==> src/rtl/led_pattern_gen.sv <==
// rtl/led_pattern_gen.sv - divider-stepped LED pattern engine (johnson/ring/bounce/binary); optional PWM dimming via LED_PWM_EN
module led_pattern_gen #(
    parameter int CLK_HZ  = 27_000_000,
    parameter int STEP_HZ = 2,
    parameter int WIDTH   = 8
) (
    input  logic             CLOCK_27,
    input  logic             RESET_N,
    input  logic [1:0]       mode,
    input  logic             dir,
    input  logic             run,
`ifdef LED_PWM_EN
    input  logic [3:0]       duty,
`endif
    output logic             step_tick,
    output logic             blink,
    output logic [WIDTH-1:0] leds
);

    localparam int LIMIT = CLK_HZ / STEP_HZ - 1;
    localparam int CNT_W = (LIMIT > 0) ? $clog2(LIMIT + 1) : 1;
    localparam logic [CNT_W-1:0] LIMIT_C = CNT_W'(LIMIT);
    localparam logic [WIDTH-1:0] ONE     = {{(WIDTH-1){1'b0}}, 1'b1};

    typedef enum logic [1:0] {
        MODE_JOHNSON = 2'd0,
        MODE_RING    = 2'd1,
        MODE_BOUNCE  = 2'd2,
        MODE_BINARY  = 2'd3
    } mode_t;

    logic [CNT_W-1:0] cnt;
    logic [WIDTH-1:0] pattern;
    logic [WIDTH-1:0] pat_step;
    logic             bdir;
    logic             bdir_step;
    mode_t            mode_q;
    logic             mode_chg;

    function automatic logic [WIDTH-1:0] init_pat(input logic [1:0] m);
        return (m == MODE_RING || m == MODE_BOUNCE) ? ONE : '0;
    endfunction

    assign mode_chg = (mode != mode_q);

    // Next pattern if a step is taken this edge; bdir is only meaningful in bounce mode
    always_comb begin
        pat_step  = pattern;
        bdir_step = bdir;
        case (mode_q)
            MODE_JOHNSON: begin
                if (dir) pat_step = {~pattern[0], pattern[WIDTH-1:1]};
                else     pat_step = {pattern[WIDTH-2:0], ~pattern[WIDTH-1]};
            end
            MODE_RING: begin
                if (pattern == '0) pat_step = ONE;
                else if (dir)      pat_step = {pattern[0], pattern[WIDTH-1:1]};
                else               pat_step = {pattern[WIDTH-2:0], pattern[WIDTH-1]};
            end
            MODE_BOUNCE: begin
                if (!bdir) begin
                    if (pattern[WIDTH-1]) begin
                        bdir_step = 1'b1;
                        pat_step  = pattern >> 1;
                    end else begin
                        pat_step  = pattern << 1;
                    end
                end else begin
                    if (pattern[0]) begin
                        bdir_step = 1'b0;
                        pat_step  = pattern << 1;
                    end else begin
                        pat_step  = pattern >> 1;
                    end
                end
            end
            MODE_BINARY: begin
                if (dir) pat_step = pattern - ONE;
                else     pat_step = pattern + ONE;
            end
            default: pat_step = pattern;
        endcase
    end

    always_ff @(posedge CLOCK_27) begin
        if (!RESET_N) begin
            cnt       <= '0;
            step_tick <= 1'b0;
            blink     <= 1'b0;
            mode_q    <= mode_t'(mode);
            pattern   <= init_pat(mode);
            bdir      <= dir;
        end else begin
            mode_q <= mode_t'(mode);
            if (step_tick) blink <= ~blink;
            // A mode change wins over a pending step and restarts the divider
            if (mode_chg) begin
                pattern   <= init_pat(mode);
                bdir      <= dir;
                cnt       <= '0;
                step_tick <= 1'b0;
            end else begin
                if (step_tick) begin
                    pattern <= pat_step;
                    bdir    <= bdir_step;
                end
                if (run) begin
                    if (cnt < LIMIT_C) begin
                        cnt       <= cnt + 1'b1;
                        step_tick <= 1'b0;
                    end else begin
                        cnt       <= '0;
                        step_tick <= 1'b1;
                    end
                end else begin
                    step_tick <= 1'b0;
                end
            end
        end
    end

`ifdef LED_PWM_EN
    logic [3:0] pwm_cnt;

    always_ff @(posedge CLOCK_27) begin
        if (!RESET_N) pwm_cnt <= '0;
        else          pwm_cnt <= pwm_cnt + 4'd1;
    end

    assign leds = pattern & {WIDTH{pwm_cnt < duty}};
`else
    assign leds = pattern;
`endif

endmodule

==> config.mk <==
export PLATFORM = sky130hd
export DESIGN_NAME = led_pattern_gen
export DESIGN_NICKNAME = d
export VERILOG_FILES = /design/src/rtl/led_pattern_gen.sv
export SDC_FILE = /design/constraint.sdc
export NUM_CORES = 1
export LEC_CHECK = 0
export BUFFER_PORTS_ARGS = -buffer_cell sky130_fd_sc_hd__buf_2
export CORE_MARGIN = 1
export CORE_UTILIZATION = 50
export CTS_BUF_LIST = sky130_fd_sc_hd__clkbuf_8
export CTS_CLUSTER_DIAMETER = 150
export DETAILED_ROUTE_END_ITERATION = 12
export PLACE_DENSITY = 0.82
export SETUP_SLACK_MARGIN = 0.2
export SYNTH_ARGS = -nofsm -noshare
export SYNTH_HDL_FRONTEND = slang
export SYNTH_SLANG_ARGS = --single-unit
export TNS_END_PERCENT = 100
==> constraint.sdc <==
create_clock -name CLOCK_27 -period 2.2 [get_ports CLOCK_27]
set_clock_uncertainty 0.2 [all_clocks]
set_input_delay 0.66 -clock CLOCK_27 [delete_from_list [all_inputs] [get_ports CLOCK_27]]
set_output_delay 0.66 -clock CLOCK_27 [all_outputs]
set_load 0.02 [all_outputs]
-- Word-level counts from Yosys, hierarchy flattened
Cells that the tools add are included.
- bits in registers: 37
- bits in latches: 0
- RAM bits: 0
- bits in read-only memories: 0
- input bits: 6
- output and inout bits: 10
- memories kept: 0
- add/sub/neg operators: 3
- $mul: 0
- div/mod/pow operators: 0
- magnitude comparators: 1
- eq/ne operators: 8
- shift-type cells: 0
- multiplexer cells: 21
- bitwise logic cells: 5
- reductions and logical operators: 6
- operators with widths (kind ; number):
    two-way mux 8 bit ; 10
    one-hot mux 8 bit (4 select lines) ; 1
    adder 24 x 1 -> 24 bit, second input constant ; 1
    less-than comparator 24 bit, second input constant ; 1
    two-way mux 24 bit ; 1
    two-way mux 1 bit ; 9
    adder 8 x 1 -> 8 bit, second input constant ; 1
    zero test 8 bit ; 1
    subtractor 8 x 1 -> 8 bit, second input constant ; 1
    equality test 2 bit, second input constant ; 3
    != test 3 x 1 -> 1 bit, second input constant ; 2
    inverter 1 bit ; 5
    equality test 2 x 1 -> 1 bit, second input constant ; 2
    OR reduction 3 bit ; 1
    zero test 2 bit ; 1
    != test 2 bit ; 1
    AND reduction 2 bit ; 1
    OR reduction 2 bit ; 1
    logical OR 1 bit ; 1

-- Longest topological paths before layout
Gate-level depths: netlist (run 1).
- word-level depth: 6
- depth in mapped cells: 7
- mapped depth without buffers: 6

-- Least setup slack after synthesis (run 1)
No wires, ideal clock.
- kind: in2reg
- start point: input dir
- end point: register pattern[7] (netlist: leds[7]) (data pin)
- library setup time: 0.263 ns
- data arrival time: 1.868 ns
- required time: 1.737 ns
- setup slack: -0.131 ns
- stages on the path: 6
- cells stage by stage: ha_1 -> and2_1 -> a221o_1 -> o211ai_1 -> and3_1 -> o31ai_1
- word-level cells in the longest chain between the ends: 6
- elaborated cells between the ends (all ways): 8
- RTL lines (what ; line ; source):
    start, declared ; 10 ; input logic dir,
    two-way mux 8 bit ; 57 ; else if (dir) pat_step = {pattern[0], pattern[WIDTH-1:1]};
    two-way mux 8 bit ; 56 ; if (pattern == '0) pat_step = ONE;
    one-hot mux 8 bit (4 select lines) * ; 50 ; case (mode_q)
    two-way mux 8 bit * ; 103 ; if (step_tick) begin
    two-way mux 8 bit * ; 97 ; if (mode_chg) begin
    two-way mux 8 bit * ; 86 ; if (!RESET_N) begin
    end signal, assigned ; 91 ; pattern <= init_pat(mode);
    end signal, assigned ; 98 ; pattern <= init_pat(mode);
    end signal, assigned ; 104 ; pattern <= pat_step;
    end, declared ; 33 ; logic [WIDTH-1:0] pattern;
Every way passes the cells marked *; elsewhere a longest branch is shown, timed or not. The select of a mux whose other input is x is not followed.
A chain may end at the register's enable or synchronous reset.

-- Final worst setup path (run 1)
- start point: input dir
- end point: register pattern[6] (netlist: leds[6]) (data pin)
The elaborated chain is that of the path after synthesis.

==> metrics.md, run 1 <==
| Metric | Value |
|---|---|
| Status | finished clean |
| Setup violations, final | 0 |
| RSZ-0062 raised after global routing | true |
| DR WL/cell | 15.4 µm |
| Slowest-stage cell, CP | fa_2 |
| Fillers | 330 |
| Actual slew at the worst max-slew pin | 0.377 ns |
| Nets | 323 |
| Hpwl dp | 3.83 mm |
| Critical path arrival | 1.97 ns |
| Hold_buf cts | 0 |
| EDFF count, synth | 9 |
| Worst Hold Slack | 0.324 ns |
| Max_slew headroom | 0.747 |
| GRT overflow | 0 |
| Clk Latency, worst-skew pair | 0.29 ns |
| Ys async rst share | 0 |
| Slew Viols, Final | 0 |
| Post-synthesis compound-gate area fraction | 0.115 |
| Post-synthesis mux area share | 0.0677 |
| GRT busiest layer | met2 |
| I/O pins | 16 |
| #FFs+latches synth | 37 |
| Drt total wl | 5.56 mm |
| R2R Path Start | leds[4] |
| Netlist cell types | 51 |
| Vias in the first global route | 2002 |
| Num rows | 24 |
| Drt initial violations | 159 |
| RePlAce Congestion | 0.861 |
| FMAX | 470 MHz |
| Cell Chain, Critical Path | buf_12, buf_8, fa_2, a211oi_2, nor2_2, nand2_1, mux2i_1, a21oi_1 |
| Synth Area in Adders | 0.0462 |
| Ys flop type | dfxtp_1 |
| Setup crit start kind | input port |
| Largest net degree at the start of global routing | 19 |
| Post-route antenna net violation count | 0 |
| Clk root buf | clkbuf_8 |
| Placed Cells | 344 |
| Total of max-cap violations | 0 |
| CTS Buf Count | 5 |
| # H-tree levels | 2 |
| First-pass GRT wire length | 8.83 mm |
| Via/cell ratio | 5.90 |
| Initial antenna violation count | 0 |
| Largest family of logic cells by synthesized area | simple AND/OR/NAND/NOR gates |
| Share of cells above drive strength 1 | 0.300 |
| Clk pin slew, worst setup/hold paths | 0.08 ns |
| CTS tree | done |
| Vias | 2136 |
| Reg-to-reg endpoint | leds[7] |
| Post-Synthesis Cells | 259 |
| Crit. Startpoint | dir |
| Layout Area Growth over Synthesis | 27.8% |
| # diodes | 0 |
| DR pass1 iterations | 4 |
| Synth warnings | 0 |
| DRC viols | 0 |
| Global Route met2 Usage | 0.360 |
| Clock Path Buffers | 2 |
| Layout Cells excl Fill | 362 |
| Highest cell delay on the worst timing path | 0.40 ns |
| Final min period | 2.13 ns |
| Clock Sinks | 37 |
| Initial Utilization | 0.528 |
| Cell count of the worst reg-to-reg path | 6 |
| Final worst-path cycle share | 0.967 |
| Die area | 4940 µm² |
| Xor/xnor share of the synthesized area | 0.120 |
| Port Buffers | 15 |
| Leakage | 0.00119 µW |
| Chip height | 70.3 µm |
| CP endpoint | leds[6] |
| Gr usage total | 0.221 |
| GR Util met3 | 0.0447 |
| Core area | 4410 µm² |
| Syn avg cell area | 9.00 µm² |
| GR met1 Demand/Resource | 0.284 |
| Required time worst endpoint | 2.04 ns |
| Fin. Hold Viols | 0 |
| Post-synthesis sequential area ratio | 0.357 |
| Syn_nets | 273 |
| Critical path class | in -> reg |
| Critical path peak fanout | 5 |
| Synthesized cell area | 2330 µm² |
| Setup crit end kind | flip-flop |
| Reg2reg setup slack | 0.09 ns |
| Worst hold path class | in -> reg |
| Die Width | 70.3 µm |
| Power Density | 569 nW/µm² |
| Simple-gate share of the synthesized area | 0.258 |
| Fin Setup TNS | 0 ns |
| Worst VDD drop | 0.000321 V |
## power by group
part           leakage [µW]  switching [µW]  internal, µW
registers          0.000329            26.0           720
logic              0.000816             237           245
clock network     0.0000482             246           219
## cells by family (layout without fill, tap and decap cells)
| logic type | count (synthesis) | count (layout) |
|---|---|---|
| flops | 37 | 37 |
| buf+inv | 14 | 65 |
| simple gates | 111 | 111 |
| mux | 15 | 15 |
| fa+ha+maj | 8 | 8 |
| xor+xnor | 32 | 32 |
| compound gates | 42 | 42 |
## metal layers
| layer | vias to the layer above | part of all wire | wire length (µm) |
|---|---|---|---|
| li1 | 1032 | - | - |
| met3 | 13 | 0.049 | 275 |
| met5 | - | 0 | 0 |
| met2 | 62 | 0.51 | 2850 |
| met1 | 1029 | 0.42 | 2340 |
| met4 | 0 | 0.018 | 98 |
## worst max-delay path, delay by kind of cell
family | cells | cell delay (ns)
adders and majority gates | 1 | 0.40
AOI/OAI and AO/OA | 2 | 0.30
muxes | 1 | 0.20
and+or+nand+nor | 2 | 0.16
buffers and inverters | 2 | 0.23
## area by class of cell
| class | instances | area (µm²) | area share |
|---|---|---|---|
| sequential | 37 | 832 | 0.280 |
| clock inverter | 3 | 16.3 | 0.00546 |
| clock buffer | 5 | 68.8 | 0.0231 |
| tap | 52 | 65.1 | 0.0219 |
| timing repair buffer | 54 | 472 | 0.158 |
| inverter | 3 | 11.3 | 0.00378 |
| multi-input combinational | 208 | 1510 | 0.508 |
## sequential cells by signal (all words and copies together), names as in the netlist
name	flops
leds	8
blink	1
bdir	1
step_tick	1
cnt	24
mode_q	2
## what timing repair did
| action | in CTS | in global routing |
|---|---|---|
| setup endpoints to repair | 7 | 33 |
| endpoints found under the hold margin | 0 | 0 |
| buffers inserted | 3 | 5 |
| pin swaps | 13 | 15 |
| gates cloned | 0 | 2 |
| resized for setup | 9 | 15 |
## worst min path at each step
| stage | depth (start not counted) | endpoint | slack, ns | startpoint |
|---|---|---|---|---|
| floorplan | 2 | cnt[23] | 0.27 | cnt[23] |
| global placement | 2 | cnt[23] | 0.29 | cnt[23] |
| detailed placement | 2 | cnt[23] | 0.33 | cnt[23] |
| CTS | 1 | mode_q[0] | 0.32 | mode[0] |
| global route | 1 | mode_q[0] | 0.32 | mode[0] |
| finish | 1 | mode_q[0] | 0.32 | mode[0] |
## cells in the final DEF (no fill, tap or decap), types with 4 or more instances in the layout
master,n
clkbuf_8,5
buf_2,13
buf_6,5
edfxtp_1,9
nor2_2,5
nor3_1,4
nand2b_1,5
a31oi_1,4
xnor2_1,12
nand3_1,11
ha_4,4
and3_1,4
buf_4,30
a21oi_1,16
mux2i_1,9
dfxtp_1,27
nand2_1,25
nand4_1,8
nor2_1,30
mux2_2,6
xor2_1,19
## synthesized netlist by cell type, types with 5 or more instances
master / number / area [µm²]
mux2i_1: 9 / 90.1
ha_1: 7 / 87.6
dfxtp_1: 28 / 561
nand3_1: 11 / 55.1
nand4_1: 8 / 50.1
nand2b_1: 5 / 31.3
nor2_1: 34 / 128
nand2_1: 26 / 97.6
xnor2_1: 13 / 114
mux2_2: 6 / 67.6
xor2_1: 19 / 166
edfxtp_1: 9 / 270
a21oi_1: 17 / 85.1
## per-stage QoR
step	area [µm²]	setup slack, ns	total power [µW]	util
final	2980	0.0729	1690	0.674
after global routing	2980	0.0102	1770	0.674
after CTS	2830	0.0779	1660	0.642
after detailed placement	2690	-0.317	1170	0.609
after global placement	2690	-0.243	1150	0.609
after floorplan	2390	0.0322	1020	-
Power figures use the tool's default switching activity.
==> inputs of run 2 (changes only) <==
--- a/config.mk
+++ b/config.mk
@@ -7,3 +7,3 @@
 export LEC_CHECK = 0
-export BUFFER_PORTS_ARGS = -buffer_cell sky130_fd_sc_hd__buf_2
+export BUFFER_PORTS_ARGS = -buffer_cell sky130_fd_sc_hd__buf_4
 export CORE_MARGIN = 1
--- a/constraint.sdc
+++ b/constraint.sdc
@@ -4,2 +4,2 @@
 set_output_delay 0.66 -clock CLOCK_27 [all_outputs]
-set_load 0.02 [all_outputs]
+set_load 0.05 [all_outputs]
==> run 2 against run 1 <==
Net effect: first-iteration DRC count grew 47%; die area is the same; combinational power grew 8.5%; largest cell class unchanged; sequential cell count is the same; hold slack lost 0.014 ns; non-clock buffer count shrank 3; total power grew 2.5%; sequential power is essentially flat; worst setup slack gained 0.016 ns; core utilization shrank 0.57 points.
==> metrics.md, run 2 (synthesized netlist as in run 1, its figures left out) <==
| Metric | Value |
|---|---|
| Status | finished clean |
| Commonest non-fill, non-tap cells in the layout | 43 x buf_4, 34 x nor2_1, 28 x dfxtp_1, 25 x nand2_1, 19 x xor2_1 |
| Setup crit end kind | flip-flop |
| R2R Path Start | leds[1] |
| Layout Area Growth over Synthesis | 26.7% |
| Actual slew at the worst max-slew pin | 0.352 ns |
| P_int | 1190 µW |
| Final worst-path cycle share | 0.959 |
| Critical path arrival | 2.02 ns |
| Num rows | 24 |
| Worst hold path class | in -> reg |
| Psw | 545 µW |
| Drt initial violations | 234 |
| Nets | 320 |
| DRC viols | 0 |
| Largest net degree at the start of global routing | 25 |
| Fin Setup TNS | 0 ns |
| Die area | 4940 µm² |
| Required time worst endpoint | 2.11 ns |
| FMAX | 474 MHz |
| Via/cell ratio | 5.74 |
| Reg2reg setup slack | 0.09 ns |
| Sequential power share | 0.429 |
| Clk root buf | clkbuf_8 |
| Max_slew headroom | 0.763 |
| Hold EP | mode_q[1] |
| Clk pin slew, worst setup/hold paths | 0.08 ns |
| Initial Utilization | 0.528 |
| Final core utilization | 0.669 |
| Clock Sinks | 37 |
| Core area | 4410 µm² |
| Hold path cells | 1 |
| RePlAce Congestion | 0.824 |
| Worst VDD drop | 0.000432 V |
| Share of cells above drive strength 1 | 0.290 |
| I/O pins | 16 |
| Hpwl dp | 3.65 mm |
| Hold_buf cts | 0 |
| Setup violations, final | 0 |
| Clk pwr share | 0.270 |
| Final min period | 2.11 ns |
| Post-route antenna net violation count | 0 |
| Critical path peak fanout | 3 |
| Port Buffers | 15 |
| DR WL/cell | 14.7 µm |
| Critical path class | reg -> reg |
| DR pass1 iterations | 6 |
| CTS Buf Count | 5 |
| # diodes | 0 |
| Drt total wl | 5.27 mm |
| Worst Hold Launch | mode[1] |
| Gr usage total | 0.219 |
| Reg-to-reg endpoint | leds[7] |
| Cell count of the worst reg-to-reg path | 6 |
| Power Density | 588 nW/µm² |
| RSZ-0062 raised after global routing | true |
| Clock Path Buffers | 2 |
| GRT overflow | 0 |
| # H-tree levels | 2 |
| Initial antenna violation count | 0 |
| Number of flip-flops in the largest register | 24 |
| Total of max-cap violations | 0 |
| Vias | 2061 |
| Clk Latency, worst-skew pair | 0.29 ns |
| Setup crit start kind | flip-flop |
| Net Sw Frac | 0.314 |
| Slew Viols, Final | 0 |
| Chip height | 70.3 µm |
| Fin. Hold Viols | 0 |
| Gate power share | 0.302 |
| Leakage | 0.00116 µW |
| Most flop-heavy register | cnt |
| CTS tree | done |
| Vias in the first global route | 1936 |
| Most common cell after layout, fill and taps aside | buf_4 |
| Die Width | 70.3 µm |
| First-pass GRT wire length | 8.66 mm |
run 2: timing repair:
item	4_1_cts	5_1_grt
hold endpoints to repair	0	0
setup endpoints to repair	6	37
buffers inserted	2	4
pin swaps	13	13
gates resized for setup	6	12
run 2: cell type report:
class                           instances  area [µm²]
Fill cell                             321        1460
Clock inverter                          3        17.5
Timing Repair Buffer                   51         434
Sequential cell                        37         831
Multi-Input combinational cell        208        1520
Tap cell                               52        65.1
Inverter                                3        11.3
Clock buffer                            5        68.8
run 2: how the worst max path moves through the flow:
| stage | slack [ns] | to | depth (start not counted) | from |
|---|---|---|---|---|
| final | 0.09 | leds[7] | 6 | leds[1] |
| after detailed placement | -0.24 | leds[7] | 7 | dir |
| after CTS | 0.1 | leds[7] | 7 | dir |
| after floorplan | -0.12 | leds[7] | 6 | leds[4] |
| after global placement | -0.21 | leds[7] | 7 | dir |
| after global routing | 0.05 | leds[7] | 7 | dir |
run 2: power groups by stage:
stage	combinational (µW)	sequential, µW	clock (µW)
after global routing	562	746	509
after detailed placement	463	756	0
final	523	744	468
after global placement	451	756	0
after floorplan	248	817	0
after CTS	482	743	476
run 2: worst max-delay path, stage by stage (launching register included):
cell and delay [ns]:
edfxtp_1 0.46, ha_1 0.33, a21o_1 0.18, and3_1 0.20, o211ai_1 0.21, a21oi_1 0.09, o31ai_1 0.26
run 2: metrics by stage:
| step | setup WS, ns | instance area (µm²) | instances | power, µW | hold WS, ns |
|---|---|---|---|---|---|
| 2_1_floorplan | -0.123 | 2400 | 259 | 1070 | 0.272 |
| 3_3_place_gp | -0.211 | 2730 | 345 | 1210 | 0.288 |
| 3_5_place_dp | -0.241 | 2730 | 345 | 1220 | 0.304 |
| 4_1_cts | 0.0995 | 2870 | 355 | 1700 | 0.306 |
| 5_1_grt | 0.0525 | 2950 | 359 | 1820 | 0.301 |
| 6_report | 0.0893 | 2950 | 359 | 1730 | 0.310 |
run 2: per-layer routing:
metal	routed length [µm]	share of wire	vias to the layer above	track usage
met4	97	0.018	0	0.0844
met5	0	0	-	0
li1	-	-	1022	-
met1	2390	0.45	973	0.277
met2	2570	0.49	53	0.367
met3	211	0.040	13	0.0404
==> inputs of run 3 (changes only) <==
- CELL_PAD_IN_SITES_DETAIL_PLACEMENT: not set -> 1
- CELL_PAD_IN_SITES_GLOBAL_PLACEMENT: not set -> 2
- CORE_UTILIZATION: 50 -> 35
- PLACE_DENSITY: 0.82 -> 0.88
==> run 3 against run 2 <==
Net effect: non-clock buffer count is 5 higher; largest cell class unchanged; design area is 4.7% higher; clock power is 32% higher; highest routed layer unchanged; final cell count is 8.4% higher; clock-buffer cell count is 1 higher; critical endpoint unchanged; sequential cell count stayed put.
==> metrics.md, run 3 (synthesized netlist as in run 1, its figures left out) <==
| Metric | Value |
|---|---|
| Status | finished clean |
| Number of flip-flops in the largest register | 24 |
| Critical path arrival | 1.96 ns |
| Vias | 2094 |
| Setup violations, final | 0 |
| Clk root buf | clkbuf_8 |
| Fillers | 747 |
| Num rows | 29 |
| Slew Viols, Final | 0 |
| DR pass1 iterations | 4 |
| Fin. Hold Viols | 0 |
| First-pass GRT wire length | 9.90 mm |
| Critical path peak fanout | 8 |
| Slowest-stage cell, CP | a221o_1 |
| Initial antenna violation count | 0 |
| Largest net degree at the start of global routing | 25 |
| Layout Area Growth over Synthesis | 32.7% |
| Clock Path Buffers | 2 |
| Chip height | 83.6 µm |
| # diodes | 0 |
| DRC viols | 0 |
| CP Buf/Inv Count | 1 |
| Die Width | 83.6 µm |
| Drt total wl | 6.13 mm |
| Max_slew headroom | 0.744 |
| Clk Latency, worst-skew pair | 0.30 ns |
| Final worst-path cycle share | 0.964 |
| Final core utilization | 0.484 |
| Pre-CTS setup slack | -0.260 ns |
| Clk pwr share | 0.325 |
| Vias in the first global route | 2097 |
| RSZ-0062 raised after global routing | true |
| Clock Sinks | 37 |
| Initial Utilization | 0.365 |
| Required time worst endpoint | 2.04 ns |
| FMAX | 471 MHz |
| Commonest non-fill, non-tap cells in the layout | 50 x buf_4, 31 x nor2_1, 27 x dfxtp_1, 24 x nand2_1, 19 x xor2_1 |
| Worst Setup Slack, final | 0.0786 ns |
| Power Density | 617 nW/µm² |
| Gr usage total | 0.177 |
| Via/cell ratio | 5.38 |
| Highest cell delay on the worst timing path | 0.31 ns |
| Post-route antenna net violation count | 0 |
| Hold_buf cts | 0 |
| Setup crit end kind | flip-flop |
| P_int | 1350 µW |
| Most common cell after layout, fill and taps aside | buf_4 |
| Nets | 325 |
| Net Sw Frac | 0.295 |
| Critical path class | in -> reg |
| GRT overflow | 0 |
| DR WL/cell | 15.7 µm |
| Share of cells above drive strength 1 | 0.314 |
| Delay-heaviest family, CP | compound AO/OA/AOI/OAI gates |
| Clk pin slew, worst setup/hold paths | 0.08 ns |
| Hpwl dp | 4.27 mm |
| Psw | 562 µW |
| Actual slew at the worst max-slew pin | 0.385 ns |
| # H-tree levels | 2 |
| RePlAce Congestion | 0.777 |
| Leakage | 0.00122 µW |
| Most flop-heavy register | cnt |
| I/O pins | 16 |
| Cell Chain, Critical Path | buf_12, ha_4, and2_4, a221o_1, o211ai_1, and3_1, o31ai_1 |
| Port Buffers | 15 |
| Die area | 6990 µm² |
| Worst VDD drop | 0.000360 V |
| FF/Latch Area | 832 µm² |
| Core area | 6390 µm² |
| Setup crit start kind | input port |
| Worst hold path class | in -> reg |
| Final min period | 2.12 ns |
| Drt initial violations | 51 |
| Sequential power share | 0.391 |
| Total of max-cap violations | 0 |
| CTS tree | done |
| Gate power share | 0.284 |
| CTS Buf Count | 5 |
| Multi-input gate area | 1550 µm² |
-- run 3: layout make-up --
| cell class | count | area share |
|---|---|---|
| Sequential cell | 37 | 0.269 |
| Clock inverter | 2 | 0.0109 |
| Inverter | 3 | 0.00364 |
| Tap cell | 77 | 0.0312 |
| Multi-Input combinational cell | 208 | 0.500 |
| Clock buffer | 6 | 0.0267 |
| Timing Repair Buffer | 56 | 0.158 |
-- run 3: power by group through the flow --
stage	combinational, µW	sequential, µW	clock (µW)
6_report	542	746	619
5_1_grt	587	748	666
4_1_cts	495	746	639
3_5_place_dp	470	760	0
3_3_place_gp	456	759	0
2_1_floorplan	248	817	0
-- run 3: metal layers --
metal	global-route usage	part of all wire	up-vias
met4	0.0724	0.020	0
li1	-	-	1030
met5	0	0	-
met2	0.291	0.49	27
met1	0.227	0.47	1026
met3	0.0336	0.024	11
-- run 3: stage by stage --
stage                     TNS (ns)  area, µm²  total power (µW)  cells  hold slack [ns]
after floorplan             -0.170       2400              1070    259            0.272
after global placement      -0.716       2760              1210    370            0.286
after detailed placement     -1.06       2760              1230    370            0.300
after CTS                        0       2950              1880    381            0.281
after global routing             0       3090              2000    389            0.281
final                            0       3090              1910    389            0.289
-- run 3: what timing repair did --
item                       in CTS  in global routing
gates cloned                    0                  2
setup buffers                   3                  6
pin swaps                       7                 10
resized for setup               9                 11
setup endpoints to repair       6                 36
-- run 3: final timing paths --
check / start / end / slack, ns / depth (start not counted)
max: dir / leds[7] / 0.08 / 7
min: mode[0] / mode_q[0] / 0.29 / 1
max reg2reg: leds[4] / leds[7] / 0.12 / 6
min reg2reg: cnt[23] / cnt[23] / 0.32 / 2
